$ cat src/rtl/seg7_pkg.sv
// Shared definitions for the multiplexed 7-segment scan driver.
// Segment patterns are {g,f,e,d,c,b,a}, active-low (common-anode display).
package seg7_pkg;

   localparam int DIGIT_W    = 4;
   localparam int MAX_DIGITS = 8;

   localparam logic [6:0] SEG_0    = 7'b1000000;
   localparam logic [6:0] SEG_1    = 7'b1111001;
   localparam logic [6:0] SEG_2    = 7'b0100100;
   localparam logic [6:0] SEG_3    = 7'b0110000;
   localparam logic [6:0] SEG_4    = 7'b0011001;
   localparam logic [6:0] SEG_5    = 7'b0010010;
   localparam logic [6:0] SEG_6    = 7'b0000010;
   localparam logic [6:0] SEG_7    = 7'b1111000;
   localparam logic [6:0] SEG_8    = 7'b0000000;
   localparam logic [6:0] SEG_9    = 7'b0010000;
   localparam logic [6:0] SEG_DASH = 7'b0111111;
   localparam logic [6:0] SEG_OFF  = 7'h7F;

   // Bit 'pos' of the one-hot encoding of 'idx'.
   function automatic logic onehot_idx(input logic [2:0] idx, input logic [2:0] pos);
      return (idx == pos);
   endfunction

endpackage

$ cat src/rtl/seg7_scan_driver_bcd_to_seg7.sv
// Combinational BCD to 7-segment decoder; codes 10-15 show a dash.
module bcd_to_seg7
   import seg7_pkg::*;
(
   input  logic [DIGIT_W-1:0] i_bcd,
   output logic [6:0]         o_seg
);

   always_comb begin
      o_seg = SEG_DASH;
      case (i_bcd)
         4'd0:    o_seg = SEG_0;
         4'd1:    o_seg = SEG_1;
         4'd2:    o_seg = SEG_2;
         4'd3:    o_seg = SEG_3;
         4'd4:    o_seg = SEG_4;
         4'd5:    o_seg = SEG_5;
         4'd6:    o_seg = SEG_6;
         4'd7:    o_seg = SEG_7;
         4'd8:    o_seg = SEG_8;
         4'd9:    o_seg = SEG_9;
         default: o_seg = SEG_DASH;
      endcase
   end

endmodule

$ cat src/rtl/seg7_scan_driver.sv
// Time-multiplexed common-anode 7-segment driver with per-frame digit latch.
// Define SEG7_LZB_EN to enable leading-zero blanking.
module seg7_scan_driver
   import seg7_pkg::*;
#(
   parameter int NUM_DIGITS    = 8,
   parameter int REFRESH_TICKS = 100_000,
   parameter int CNT_W         = 17
) (
   input  logic                          clk,
   input  logic                          reset,
   input  logic [DIGIT_W*NUM_DIGITS-1:0] bcd_in,
   input  logic [NUM_DIGITS-1:0]         dp_in,
   input  logic [NUM_DIGITS-1:0]         digit_en,
   output logic [NUM_DIGITS-1:0]         an,
   output logic [6:0]                    seg,
   output logic                          dp,
   output logic                          scan_tick
);

   localparam int                IDX_W    = $clog2(NUM_DIGITS);
   localparam logic [CNT_W-1:0]  CNT_LAST = CNT_W'(REFRESH_TICKS - 1);
   localparam logic [IDX_W-1:0]  IDX_LAST = IDX_W'(NUM_DIGITS - 1);

   logic [CNT_W-1:0]              r_cnt;
   logic [IDX_W-1:0]              r_idx;
   logic [DIGIT_W*NUM_DIGITS-1:0] r_snap_bcd;
   logic [NUM_DIGITS-1:0]         r_snap_dp;
   logic                          r_scan_tick;
   logic [NUM_DIGITS-1:0]         r_an;
   logic [6:0]                    r_seg;
   logic                          r_dp;

   logic                          w_terminal;
   logic                          w_dead;
   logic [DIGIT_W-1:0]            w_digits [NUM_DIGITS];
   logic [DIGIT_W-1:0]            w_sel_bcd;
   logic [6:0]                    w_seg;
   logic [NUM_DIGITS-1:0]         w_onehot;
   logic [NUM_DIGITS-1:0]         w_blank;

   assign w_terminal = (r_cnt == CNT_LAST);
   assign w_dead     = (r_cnt == '0);

   always_comb begin
      for (int i = 0; i < NUM_DIGITS; i++) begin
         w_digits[i] = r_snap_bcd[i*DIGIT_W +: DIGIT_W];
         w_onehot[i] = onehot_idx(3'(r_idx), 3'(i));
      end
   end

   assign w_sel_bcd = w_digits[r_idx];

   bcd_to_seg7 u_dec (
      .i_bcd (w_sel_bcd),
      .o_seg (w_seg)
   );

`ifdef SEG7_LZB_EN
   // Blank zeros above the most significant non-zero digit; digit 0 always shows.
   always_comb begin
      logic w_zero_run;
      w_blank    = '0;
      w_zero_run = 1'b1;
      for (int i = NUM_DIGITS - 1; i >= 1; i--) begin
         w_zero_run = w_zero_run & (w_digits[i] == '0);
         if (w_zero_run && !r_snap_dp[i]) begin
            w_blank[i] = 1'b1;
         end
      end
   end
`else
   assign w_blank = '0;
`endif

   // Slot timing and frame latch; snapshot refreshes as idx wraps to 0.
   always_ff @(posedge clk or posedge reset) begin
      if (reset) begin
         r_cnt       <= '0;
         r_idx       <= '0;
         r_snap_bcd  <= '0;
         r_snap_dp   <= '0;
         r_scan_tick <= 1'b0;
      end else if (w_terminal) begin
         r_cnt       <= '0;
         r_idx       <= (r_idx == IDX_LAST) ? '0 : r_idx + IDX_W'(1);
         r_scan_tick <= 1'b1;
         if (r_idx == IDX_LAST) begin
            r_snap_bcd <= bcd_in;
            r_snap_dp  <= dp_in;
         end
      end else begin
         r_cnt       <= r_cnt + CNT_W'(1);
         r_scan_tick <= 1'b0;
      end
   end

   // First cycle of each slot keeps every anode off to avoid ghosting.
   always_ff @(posedge clk or posedge reset) begin
      if (reset) begin
         r_an  <= '1;
         r_seg <= SEG_OFF;
         r_dp  <= 1'b1;
      end else if (w_dead) begin
         r_an  <= '1;
         r_seg <= SEG_OFF;
         r_dp  <= 1'b1;
      end else begin
         r_an  <= ~(w_onehot & digit_en & ~w_blank);
         r_seg <= w_seg;
         r_dp  <= ~r_snap_dp[r_idx];
      end
   end

   assign an        = r_an;
   assign seg       = r_seg;
   assign dp        = r_dp;
   assign scan_tick = r_scan_tick;

endmodule

$ cat config.mk
export PLATFORM = sky130hd
export DESIGN_NAME = seg7_scan_driver
export DESIGN_NICKNAME = d
export VERILOG_FILES = /design/src/rtl/seg7_pkg.sv /design/src/rtl/seg7_scan_driver_bcd_to_seg7.sv /design/src/rtl/seg7_scan_driver.sv
export SDC_FILE = /design/constraint.sdc
export NUM_CORES = 1
export LEC_CHECK = 0
export CAP_MARGIN = 20
export CORE_MARGIN = 2
export CORE_UTILIZATION = 52
export DETAILED_ROUTE_END_ITERATION = 6
export PLACE_DENSITY = 0.83
export SLEW_MARGIN = 20
export SYNTH_ARGS = -nofsm -noshare
export SYNTH_HDL_FRONTEND = slang
export SYNTH_SLANG_ARGS = --single-unit
$ cat constraint.sdc
create_clock -name clk -period 2.51 [get_ports clk]
set_input_delay 0.251 -clock clk [delete_from_list [all_inputs] [get_ports clk]]
set_output_delay 0.251 -clock clk [all_outputs]
set_load 0.05 [all_outputs]
Yosys cells after proc, flatten, opt, wreduce, memory -nomap -nowiden
Memories as Yosys holds them, arrays and structs flattened.
Index checks and enable logic that the tools add are counted.

operators by class
  add/sub/neg operators = 2
  order comparisons = 2
  equality and inequality tests = 8
  multiplexer cells = 11
  bitwise logic cells = 4
  reduce and logical (&&, ||, !) cells = 3

operators with widths
  kind                                                                           number
  17-bit by 1-bit adder with 17-bit output (second input constant)               1
  17-bit equality test (second input constant)                                   1
  17-bit logical NOT                                                             1
  17-bit two-way mux                                                             1
  4-bit binary-select mux with 3-bit select                                      1
  3-bit equality test (second input constant)                                    4
  8-bit AND                                                                      1
  4-bit two-way mux                                                              2
  8-bit two-way mux                                                              1
  8-bit inverter                                                                 1
  7-bit two-way mux                                                              1
  3-bit by 2-bit equality test with 1-bit output (second input constant)         2
  4-bit greater-or-equal comparator (second input constant)                      1
  3-bit by 4-bit less-than comparator with 1-bit output (second input constant)  1
  3-bit inverter with 4-bit output                                               1
  3-bit by 1-bit adder with 3-bit output (second input constant)                 1
  1-bit binary-select mux with 3-bit select                                      1
  3-bit by 1-bit equality test with 1-bit output (second input constant)         1
  3-bit logical NOT                                                              1
  1-bit two-way mux                                                              3
  3-bit two-way mux                                                              1
  2-bit AND reduction                                                            1
  1-bit inverter                                                                 1

word-level totals
  bits in registers = 77
  memory bits (read-only) = 112
  output and inout port bits = 17
  logic and storage cells = 39
  memories = 1

memory list
  memory            words  width  read ports  clocked after Yosys merged registers in  write ports  RTL line                            source
  (name not given)  16     7      1           0                                        0            seg7_scan_driver_bcd_to_seg7.sv:11  case (i_bcd)

Logic depth before layout (Yosys ltp)
An unclocked memory read counts as a cell.

  word-level depth = 6
  gate-level depth with buffers = 8

By module
From an unflattened synthesis, not the netlist that was laid out.

unflattened totals
  cell total of the unflattened synthesis = 282
  area total of the unflattened synthesis = 3829.9 sq um

by module, submodules not included
  module            instances  cells an instance  area an instance (sq um)  seq. area each (sq um)
  seg7_scan_driver  1          251                3606.0                    1946.9
  bcd_to_seg7       1          31                 224.0                     0.0

Least setup slack after synthesis
OpenSTA, ideal clock, no wires.

  path kind = reg-to-reg
  from = register r_idx[1]
  to = register r_seg[4] (netlist: seg[4])
  setup time = 0.073 ns
  data arrival time = 2.087 ns
  setup slack = 0.350 ns
  stages on the path, launching flop included = 8
  clock period less this slack = 2.160 ns
  cells stage by stage = dfrtp_1 -> buf_6 -> mux4_2 -> mux2i_2 -> inv_1 -> ha_1 -> mux2_2 -> a21oi_1

between the ends
  cells in the longest elaborated chain, start to end = 6

ends and longest elaborated chain
  what                                                    RTL line                 source
  start, declared                                         seg7_scan_driver.sv:26   logic [IDX_W-1:0] r_idx;
  start signal, assigned                                  seg7_scan_driver.sv:86   r_idx <= (r_idx == IDX_LAST) ? '0 : r_idx + IDX_W'(1);
  3-bit inverter with 4-bit output (not written as such)  seg7_scan_driver.sv:52   assign w_sel_bcd = w_digits[r_idx];
  4-bit binary-select mux with 3-bit select               seg7_scan_driver.sv:52
  4-bit two-way mux (not written as such) (2 in series)   seg7_scan_driver.sv:52
  memory 16 x 7 bit                                       --
  7-bit two-way mux                                       seg7_scan_driver.sv:104  end else if (w_dead) begin
  end signal, assigned                                    seg7_scan_driver.sv:110  r_seg <= w_seg;
  end, declared                                           seg7_scan_driver.sv:31   logic [6:0] r_seg;

Every way passes these cells. The select of a mux whose other input is x is not followed.
A chain may end at the register's enable or synchronous reset.

Worst setup path in the final report
Same ends and word-level chain as after synthesis.

==> impl_metrics.tcl <==
set metrics [dict create \
    wl_microns 6690 \
    power_mw 2.49 \
    drc 0 \
    ctsHoldBuffers 0 \
    finalMaxSlewViolations 0 \
    avgSynthCellArea_sq_um 14.0 \
    cap_violations 0 \
    outcome "finished clean" \
    ys_seq_area_frac 0.523 \
    final_util 0.681 \
    cp_top_family "multiplexers" \
    synth_fa_ha_area_frac 0.0470 \
    clkSinkCount 77 \
    critical_path_peak_fanout 10 \
    synth_top_family_by_area "multiplexers" \
    post_drt_wl_per_cell_microns 15.2 \
    fin_setup_tns_ns 0 \
    nets 404 \
    num_vias 2272 \
    synthesis.area_sq_mm 0.00372 \
    place_area_sq_mm 0.00449 \
    synth_cell_types 35 \
    worstSetupStartpoint "r_idx[1]" \
    synth_compound_area_frac 0.0185 \
    cp_slowest_stage_delay_ns 0.60 \
    crit_chain "buf_4 > mux4_2 > mux2i_4 > mux2_2 > a21oi_1" \
    cp.arrival_ns 2.63 \
    synth_top_cells_by_count "dfrtp_1 (61), mux2_4 (40), nand3_1 (17), dfstp_2 (16)" \
    ctsHtreeMaxLevel 3 \
    period_needed_ns 2.37 \
    finalCritPeriodShare 0.943 \
    slew_headroom 0.522 \
    drive_gt1_frac 0.270 \
    cp_data_required_time_ns 2.78 \
    clock.fmax_ghz 0.423 \
    crit_path_end "seg[4]" \
    ys.warnings.count 0 \
    irDropWorstVdd_mv 0.357 \
    synth.mux.area_fraction 0.251 \
    synth_ff_type "dfrtp_1" \
    first_global_vias 2241 \
    n_antenna_cell 0 \
    synth-simple-area-share 0.0954 \
    crit_slowest_cell "dfrtp_1" \
    end_kind "register" \
    area_growth_pct 25.5 \
    cts_buffers 9 \
    dieHeight_microns 88.6 \
    critPathKind "register to register" \
    tightest_slew_ns 0.718 \
    cts_setup_buffers 0 \
    leakagePower_nw 2.15 \
    die_area_sq_mm 0.00786 \
    cts.clk_slew.worst_paths_ns 0.07 \
    overflow 0 \
    clkLatencyLatePin_ns 0.35 \
    hold_class "input port to async pin" \
    grt_max_degree 78 \
    synth_cells 267 \
    io_pins 67 \
    drtPass1Iterations 4 \
    dp_hpwl_microns 4960 \
    crit_buf_inv 1 \
    synth.top_cells.by_area "dfrtp_1 (41%), mux2_4 (16%), dfstp_2 (11%), mux4_2 (6.0%), ha_1 (4.7%)" \
    die_x_microns 88.6 \
    synth_top_cell_area_share 0.410 \
    coreArea_sq_mm 0.00687 \
    yosys.area.top_type "dfrtp_1" \
    reg2reg_slack_ns 0.14 \
    critical_path_depth 5 \
    r2r-end "seg[4]" \
    synth_most_common_cell "dfrtp_1" \
    final_area_sq_mm 0.00467 \
    synth_seq_cells 77 \
    rows 30 \
    portBuffers 66 \
    grtUsageTotal 0.184 \
    gp_congestion 0.891 \
    setup_viol 0 \
    vias_per_cell 5.15 \
    power_density_mw_per_mm2 533 \
    async_flop_share 1.00 \
    drt-initial-drc-count 141 \
    grt_pass1_wl_microns 10900 \
    antenna_found_initial 0 \
    start_util 0.542 \
    hold_viol 0 \
    rsz0062_at_grt "false" \
    root_buffer "clkbuf_8" \
    synth_edf_count 0 \
    cts_tree "built" \
    synth_xor_area_frac 0.0329 \
    cts-resized-gates 0 \
    worstRegToRegCells 5 \
    finClkSkew_ns 0.00710 \
    fillers 489 \
    syn_nets 331 \
    crit_path_start_kind "register" \
    reg2reg_from "r_idx[1]" \
    final_antenna_net_count 0 \
    clock_path_buffers 2 \
]
cell families after synthesis:
family | count (synthesis)
DFF | 77
and+or+nand+nor | 69
muxes | 59
buffers and inverters | 22
xor gates and xnor gates | 14
adders and majority gates | 14
AOI/OAI and AO/OA | 12
worst min-delay path, delay by kind of cell:
| kind | cells | cell delay (ns) |
|---|---|---|
| buffers and inverters | 3 | 0.81 |
stage by stage:
step                      std cells  worst slack [ns]  hold WS, ns
final                           441             0.144        0.297
after global routing            441           0.00373        0.348
after CTS                       441             0.135        0.311
after detailed placement        425             0.145        0.485
after global placement          425             0.246        0.486
after floorplan                 267             0.319        0.320
metal layers:
metal	part of all wire	track usage
met5	0	0
met2	0.46	0.282
met3	0.051	0.0476
met4	0.013	0.0496
met1	0.48	0.264
power by group:
part           internal, mW  switching [mW]
combinational         0.157           0.111
clock                 0.487           0.419
sequential             1.29          0.0242
layout make-up:
cell class,instances,area (sq um),share of cell area
tap,96,120,0.0257
sequential,77,1950,0.416
clock buffer,14,153,0.0327
inverter,12,45.0,0.00964
timing repair buffer,72,718,0.154
clock inverter,2,35.0,0.00749
multi-input combinational,168,1660,0.354
worst min path at each step:
stage,from,end,slack (ns)
after floorplan,digit_en[0],an[0],0.32
after global placement,r_cnt[14],r_cnt[14],0.49
after detailed placement,r_cnt[8],r_cnt[8],0.48
after CTS,reset,r_snap_dp[7],0.31
after global routing,reset,r_snap_bcd[8],0.35
final,reset,r_snap_dp[7],0.30
registers in the layout, indices dropped and copies added, names as in the netlist:
signal and flops:
r_cnt 17, an 8, scan_tick 1, r_idx 3
r_snap_dp 8, seg 7, dp 1, r_snap_bcd 32
cells in the final DEF, fill, tap and decap left out, types with 2 or more instances in the layout:
cell             count
a21o_1               2
nand2_1             14
clkbuf_1             4
mux2i_1              5
inv_1               10
mux2_2               2
dfstp_2             16
clkdlybuf4s50_1     66
nor3_1               4
nor2_1              14
a21oi_1              4
ha_1                14
mux4_2              10
clkbuf_8            10
and3_1               2
dfrtp_1             61
xor2_1               7
nor4_1               4
xnor2_1              7
or3_1                2
nand3_1             17
o21ai_0              5
nor2b_1              3
nand4_1              4
mux2_4              40
buf_4                5
Power figures use the tool's default switching activity.
